**src/rtl/wb_arbiter_nch.sv**
```systemverilog
// Round-robin Wishbone arbiter: N masters share the SDRAM controller slave port.
// Whole bus cycles are granted, gated by SDRAM init, with incrementing bursts capped at MAX_BURST beats.
//   state  | meaning
//   S_IDLE | no owner, slave port driven to zero, waiting for init_done and a request
//   S_OWN  | one master owns the bus until it drops cyc
module wb_arbiter_nch #(
    parameter int NCH       = 4,
    parameter int dw        = 32,
    parameter int APP_AW    = 26,
    parameter int MAX_BURST = 8
) (
    input  logic                    sys_clk,
    input  logic                    sdram_resetn,
    input  logic                    sdr_init_done,
    input  logic [NCH-1:0]          m_wb_cyc_i,
    input  logic [NCH-1:0]          m_wb_stb_i,
    input  logic [NCH-1:0]          m_wb_we_i,
    input  logic [NCH*APP_AW-1:0]   m_wb_addr_i,
    input  logic [NCH*dw-1:0]       m_wb_dat_i,
    input  logic [NCH*dw/8-1:0]     m_wb_sel_i,
    input  logic [NCH*3-1:0]        m_wb_cti_i,
    output logic [NCH-1:0]          m_wb_ack_o,
    output logic [dw-1:0]           m_wb_dat_o,
    output logic                    wb_cyc_o,
    output logic                    wb_stb_o,
    output logic                    wb_we_o,
    output logic [APP_AW-1:0]       wb_addr_o,
    output logic [dw-1:0]           wb_dat_o,
    output logic [dw/8-1:0]         wb_sel_o,
    output logic [2:0]              wb_cti_o,
    input  logic                    wb_ack_i,
    input  logic [dw-1:0]           wb_dat_i,
    output logic [NCH-1:0]          grant_o
);

    localparam int LW = $clog2(NCH);
    localparam int BW = $clog2(MAX_BURST);
    localparam int SW = dw / 8;

    typedef enum logic {S_IDLE, S_OWN} state_t;

    state_t          state, state_nxt;
    logic [NCH-1:0]  grant, grant_nxt;
    logic [LW-1:0]   last_owner, last_owner_nxt;
    logic [BW-1:0]   beat_cnt, beat_cnt_nxt;
    logic [LW-1:0]   pick_idx;
    logic            pick_found;
    logic            own_cyc;
    logic [2:0]      own_cti;

    // last_owner doubles as the current owner index while in S_OWN
    assign own_cyc = m_wb_cyc_i[last_owner];
    assign own_cti = m_wb_cti_i[int'(last_owner)*3 +: 3];

    always_comb begin : rr_pick
        logic [LW-1:0] cand;
        cand       = '0;
        pick_found = 1'b0;
        pick_idx   = '0;
        for (int k = 1; k <= NCH; k++) begin
            cand = LW'((int'(last_owner) + k) % NCH);
            if (!pick_found && m_wb_cyc_i[cand]) begin
                pick_found = 1'b1;
                pick_idx   = cand;
            end
        end
    end

    always_ff @(posedge sys_clk or negedge sdram_resetn) begin
        if (!sdram_resetn) begin
            state      <= S_IDLE;
            grant      <= '0;
            last_owner <= LW'(NCH - 1);
            beat_cnt   <= '0;
        end else begin
            state      <= state_nxt;
            grant      <= grant_nxt;
            last_owner <= last_owner_nxt;
            beat_cnt   <= beat_cnt_nxt;
        end
    end

    always_comb begin
        state_nxt      = state;
        grant_nxt      = grant;
        last_owner_nxt = last_owner;
        case (state)
            S_IDLE: begin
                if (sdr_init_done && pick_found) begin
                    state_nxt           = S_OWN;
                    grant_nxt           = '0;
                    grant_nxt[pick_idx] = 1'b1;
                    last_owner_nxt      = pick_idx;
                end
            end
            S_OWN: begin
                if (!own_cyc) begin
                    if (sdr_init_done && pick_found) begin
                        grant_nxt           = '0;
                        grant_nxt[pick_idx] = 1'b1;
                        last_owner_nxt      = pick_idx;
                    end else begin
                        state_nxt = S_IDLE;
                        grant_nxt = '0;
                    end
                end
            end
            default: begin
                state_nxt = S_IDLE;
                grant_nxt = '0;
            end
        endcase

        // Counter width equals log2(MAX_BURST), so the capped beat wraps it to zero naturally
        if (state_nxt != S_OWN || grant_nxt != grant || own_cti != 3'b010)
            beat_cnt_nxt = '0;
        else if (wb_ack_i)
            beat_cnt_nxt = beat_cnt + 1'b1;
        else
            beat_cnt_nxt = beat_cnt;
    end

    always_comb begin
        wb_cyc_o  = 1'b0;
        wb_stb_o  = 1'b0;
        wb_we_o   = 1'b0;
        wb_addr_o = '0;
        wb_dat_o  = '0;
        wb_sel_o  = '0;
        wb_cti_o  = 3'b000;
        if (state == S_OWN) begin
            wb_cyc_o  = own_cyc;
            wb_stb_o  = m_wb_stb_i[last_owner] & own_cyc;
            wb_we_o   = m_wb_we_i[last_owner];
            wb_addr_o = m_wb_addr_i[int'(last_owner)*APP_AW +: APP_AW];
            wb_dat_o  = m_wb_dat_i[int'(last_owner)*dw +: dw];
            wb_sel_o  = m_wb_sel_i[int'(last_owner)*SW +: SW];
            wb_cti_o  = (own_cti == 3'b010 && beat_cnt == BW'(MAX_BURST - 1)) ? 3'b111 : own_cti;
        end
    end

    assign m_wb_ack_o = {NCH{wb_ack_i}} & grant;
    assign m_wb_dat_o = wb_dat_i;
    assign grant_o    = grant;

endmodule

```
**config.mk**
```make
export PLATFORM = sky130hd
export DESIGN_NAME = wb_arbiter_nch
export DESIGN_NICKNAME = d
export VERILOG_FILES = /design/src/rtl/wb_arbiter_nch.sv
export SDC_FILE = /design/constraint.sdc
export NUM_CORES = 1
export LEC_CHECK = 0
export CAP_MARGIN = 25
export CORE_AREA = 2 2 159 161
export DETAILED_ROUTE_END_ITERATION = 10
export DIE_AREA = 0 0 161 163
export GPL_ROUTABILITY_DRIVEN = 0
export MAX_ROUTING_LAYER = met4
export SLEW_MARGIN = 20
export SYNTH_ARGS = -nofsm -noshare
export SYNTH_HDL_FRONTEND = slang
export SYNTH_SLANG_ARGS = --single-unit
```
**constraint.sdc**
```tcl
create_clock -name sys_clk -period 3.18 [get_ports sys_clk]
set_input_delay 0.477 -clock sys_clk [delete_from_list [all_inputs] [get_ports sys_clk]]
set_output_delay 0.477 -clock sys_clk [all_outputs]
set_load 0.01 [all_outputs]
```
==> results of run 1 <==
metrics by stage:
step | setup slack [ns] | total power [mW]
after floorplan | 0.477 | 2.30
after global placement | 0.264 | 4.09
after detailed placement | 0.292 | 4.10
after CTS | 0.0390 | 4.37
after global routing | 0.0978 | 4.63
final | 0.194 | 4.31
registers in the layout (all words and copies together) (netlist names):
signal      count
beat_cnt        3
state           1
grant_o         4
last_owner      2
cell usage in the layout, fill, tap and decap left out, drive strengths merged, types with 4 or more instances in the layout:
master and instances:
a21oi 4, and2 68, buf 14, clkbuf 4, clkdlybuf4s50 351, dfrtp 8
inv 6, mux4 68, nand2 11, nand2b 4, nor2 11, nor3b 4
o21ai 5
layout make-up:
type,instances,share of cell area [%]
inverter,7,0.396
sequential,10,3.76
clock buffer,4,1.28
tap,330,5.94
antenna,1,0.0360
multi-input combinational,211,35.6
timing repair buffer,365,53.0
kinds of logic after synthesis:
group	share of synthesized area (%)
mux	50.2
buf+inv	12.4
fa+ha+maj	0.804
compound gates	7.40
simple gates	20.8
xor+xnor	0.282
flops	8.12
power breakdown:
part	internal, mW	switching (mW)	total (mW)
Combinational	2.28	1.46	3.73
Sequential	0.188	0.140	0.328
Clock	0.189	0.0563	0.245
Total	2.65	1.65	4.31
layer usage:
layer,track usage [%],share of wire (%)
met5,-,0
met4,1.58,0.75
met3,5.04,12
met2,21.1,48
met1,15.5,40
final timing paths:
path,from,end,slack (ns)
setup / recovery,last_owner[0],wb_sel_o[2],0.19
hold / removal,sdram_resetn,grant_o[3],0.56
setup reg to reg,last_owner[0],beat_cnt[1],0.32
hold reg to reg,grant_o[1],grant_o[1],0.61
max in group asynchronous,sdram_resetn,last_owner[0],2.28
min in group sys_clk,grant_o[1],grant_o[1],0.61
repair_timing:
action / CTS / global route
buffers inserted: 0 / 1
setup endpoints to repair: 0 / 1
gates resized for setup: 0 / 1
==> results by group, run 1 <==
Floorplanning
  • Core box area: 0.0247 mm2
  • Die footprint: 0.0262 mm2
  • Row count: 58
  • Die height: 163 um
  • Starting Density: 12.6%
  • Chip Width: 161 um
  • I/O pin count: 416

Timing
  • Fmax: 0.335 GHz
  • RSZ-0062 raised after global routing: false
  • Final Max Slew Viols: 0
  • Final Hold Viols: 0
  • Tcrit/Tclk final: 93.9%
  • Tmin final: 2.99 ns
  • Slew margin rel.: 52.9%
  • WHS: 0.560 ns
  • Clock skew: 0.000297 ns
  • Finish-stage setup viols: 0
  • Worst Max-Slew Pin Slew: 0.702 ns
  • Setup_tns: 0 ns

Cells and area
  • Final Util: 28.2%
  • P&R area growth vs syn: 123%
  • Design area: 0.00695 mm2
  • Fill cell count: 2609
  • Post-Layout Cell Count: 928
  • Area of the multi-input gates: 0.00247 mm2
  • Reg area: 262 um2
  • Final net count: 908
  • Layout cells sized above 1: 15.7%

Route
  • Vias: 3779
  • ANT nets after route: 0
  • 1st-pass router iterations: 4
  • WL per Instance: 18.8 um
  • Iter 0 DRT Violations: 151
  • Vias per std cell: 4.07
  • DRC violations left: 0
  • Routed WL: 17.4 mm

Setup path
  • Req. time, crit path: 2.70 ns
  • Worst-path maximum fanout: 14
  • R2R cell count: 7
  • Slowest CP cell: dfstp_4
  • WP data arrival: 2.51 ns
  • CP Class: reg -> out
  • Sequence of cells on the critical path: buf_12 > buf_4 > mux4_2 > and2_1 > clkdlybuf4s50_1
  • CP peak stage delay: 0.72 ns
  • CP Capture Type: output port
  • WP buf/inv: 3
  • Cell family with most CP delay: buffers and inverters
  • Crit path depth: 5
  • Crit start category: register

Place
  • HPWL Detailed: 15.0 mm
  • Buffers on Ports: 351
  • Dpl cells: 922
  • Placed instance area: 0.00684 mm2

Yosys
  • Seq/Total Area, Yosys: 8.12%
  • Synth warn: 0
  • Most used DFF post-synth: dfrtp_1
  • Largest area contributor in the netlist: mux4_2
  • Syn Area/Cell: 10.8 um2
  • Synth cell count leaders: and2_1, mux4_2, buf_4, clkbuf_1
  • Top cells by area, synth: mux4_2, and2_1, buf_4
  • Yosys reg bits: 10
  • Synth Net Count: 597
  • EDFF count, synth: 0
  • Yosys top cell area share: 49.2%
  • Post-synthesis cell area: 0.00311 mm2
  • Mapped Cells: 287
  • FFs w/ async S/R, synth: 100%
  • Count of cell types in the netlist: 41

Global routing
  • Remaining global-route overflow: 0
  • Vias in the first global route: 3942
  • First-pass GRT wire length: 25.1 mm
  • GRT Util Overall: 12.9%
  • Largest net degree at the start of global routing: 36
  • Initial antenna violation count: 1

Worst hold path
  • Worst Hold Class: in -> async

Clock tree
  • Clk_lat worst skew: 0.23 ns
  • Num CTS Buffers: 3
  • CTS tree: done
  • Clock transition at the registers of the reported paths: 0.04 ns
  • H-tree levels: 1
  • CTS root buf: clkbuf_16
  • Clk sink count: 10
  • Cts hold-fix bufs: 0
  • Clk buf depth: 2

Power
  • Pwr Density: 619 mW/mm2
  • Peak supply drop: 0.000321 V
  • Static leakage: 2.43 nW

Outcome
  • Status: complete, no violations

Flow run
  • Total of max-cap violations: 0
Note: power is estimated with default switching activity, not from simulation.
==> run 2, diff against run 1 <==
--- a/config.mk
+++ b/config.mk
@@ -7,10 +7,12 @@
 export LEC_CHECK = 0
 export CAP_MARGIN = 25
 export CORE_AREA = 2 2 159 161
+export CTS_CLUSTER_SIZE = 14
 export DETAILED_ROUTE_END_ITERATION = 10
 export DIE_AREA = 0 0 161 163
 export GPL_ROUTABILITY_DRIVEN = 0
 export MAX_ROUTING_LAYER = met4
+export PLACE_DENSITY = 0.43
 export SLEW_MARGIN = 20
 export SYNTH_ARGS = -nofsm -noshare
 export SYNTH_HDL_FRONTEND = slang
==> results by group, run 2 (same netlist as run 1, synthesis figures left out) <==
Worst hold path
  • Worst Hold Class: in -> async

Clock tree
  • CTS root buf: clkbuf_16
  • Cts hold-fix bufs: 0
  • Clk_lat worst skew: 0.24 ns
  • Clk buf depth: 2
  • CTS tree: done
  • Clk sink count: 10
  • Post-CTS Setup Inserts: 0
  • H-tree levels: 1
  • Post-CTS sizing: 0
  • Clock transition at the registers of the reported paths: 0.04 ns
  • Num CTS Buffers: 3

Timing
  • Worst Max-Slew Pin Slew: 0.661 ns
  • Tcrit/Tclk final: 94.5%
  • Tmin final: 3.00 ns
  • Fmax: 0.333 GHz
  • Finish-stage setup viols: 0
  • RSZ-0062 raised after global routing: false
  • Slew margin rel.: 55.7%
  • Clock skew: 0.000722 ns
  • Setup_tns: 0 ns
  • Final Max Slew Viols: 0
  • Final Hold Viols: 0

Setup path
  • Req. time, crit path: 2.70 ns
  • Worst-path maximum fanout: 27
  • WP data arrival: 2.53 ns
  • R2R cell count: 6
  • Crit start category: register
  • Crit. Startpoint: last_owner[0]
  • Worst R2R End: beat_cnt[2]
  • Worst setup endpoint: wb_addr_o[25]
  • Worst r2r src: last_owner[0]
  • Worst R2R Setup Slack: 0.37 ns
  • CP Capture Type: output port
  • CP Class: reg -> out

Route
  • Vias per std cell: 4.10
  • WL per Instance: 20.0 um
  • ANT nets after route: 0
  • DRC violations left: 0
  • 1st-pass router iterations: 4
  • Vias: 3823
  • Iter 0 DRT Violations: 190
  • Routed WL: 18.7 mm

Floorplanning
  • Row count: 58
  • Core box area: 0.0247 mm2
  • Die footprint: 0.0262 mm2
  • Chip Width: 161 um
  • Die height: 163 um
  • I/O pin count: 416
  • Starting Density: 12.6%

Outcome
  • Status: complete, no violations

Flow run
  • Total of max-cap violations: 0

Power
  • Peak supply drop: 0.000211 V
  • Static leakage: 2.45 nW
  • Pwr Density: 627 mW/mm2

Global routing
  • Initial antenna violation count: 1
  • Remaining global-route overflow: 0
  • First-pass GRT wire length: 26.6 mm
  • GRT Util Overall: 13.6%
  • Largest net degree at the start of global routing: 38
  • Vias in the first global route: 4219

Cells and area
  • Final Util: 28.3%
  • Most common cell after layout, fill and taps aside: clkdlybuf4s50_1
  • Fill cell count: 2581
  • Design area: 0.00698 mm2
  • Area of the multi-input gates: 0.00247 mm2
  • Leading cell types in the layout, fill and taps excluded: clkdlybuf4s50_1, mux4_2, and2_1
  • Reg area: 262 um2
  • Post-Layout Cell Count: 933
  • Layout cells sized above 1: 16.4%
  • P&R area growth vs syn: 124%
  • Final net count: 913
  • Max reg flops: 4

Place
  • Dpl cells: 927
  • Buffers on Ports: 351
  • HPWL Detailed: 15.8 mm
  • Placed instance area: 0.00687 mm2
## run 2: cell types whose count changed in the layout (fill, tap and decap cells not counted)
cell / previous run / this run
buf_4: 9 / 14
buf_16: 1 / 0
buf_6: 0 / 1
## run 2: metrics by stage
step / setup WS [ns] / hold WS [ns] / power (mW)
after global placement: 0.346 / 0.583 / 4.14
after floorplan: 0.477 / 0.181 / 2.30
after CTS: 0.0479 / 0.567 / 4.44
after global routing: 0.0545 / 0.588 / 4.67
after detailed placement: 0.245 / 0.594 / 4.15
final: 0.175 / 0.563 / 4.38
## run 2: where the power goes
part           leakage [nW]  internal [mW]  switching (mW)
clock network        0.0442          0.190          0.0646
logic                  2.28           2.30            1.48
registers             0.128          0.188           0.161
## run 2: how the worst min path moves through the flow
stage,to,from
final,grant_o[0],sdram_resetn
after global routing,grant_o[0],sdram_resetn
after CTS,beat_cnt[2],sdram_resetn
after detailed placement,grant_o[1],grant_o[1]
after global placement,grant_o[1],grant_o[1]
after floorplan,beat_cnt[0],sdram_resetn
## run 2: routing by layer
layer | GRT usage, % | share of wire (%) | vias up
met1 | 16.6 | 41 | 1885
met3 | 3.49 | 8.7 | 8
met2 | 23.7 | 50 | 221
met5 | - | 0 | -
met4 | 1.14 | 0.50 | 0
li1 | - | - | 1709
## run 2: critical path, cell delays in order, from the launching register on
cell and delay [ns]:
dfstp_4 0.78, buf_12 0.28, mux4_2 0.54, and2_1 0.17, clkdlybuf4s50_1 0.49
## run 2: cell type report
cell class | count | share of cell area (%)
Antenna cell | 1 | 0.0359
Clock buffer | 4 | 1.27
Timing Repair Buffer | 370 | 53.2
Tap cell | 330 | 5.92
Sequential cell | 10 | 3.75
Inverter | 7 | 0.395
Multi-Input combinational cell | 211 | 35.4
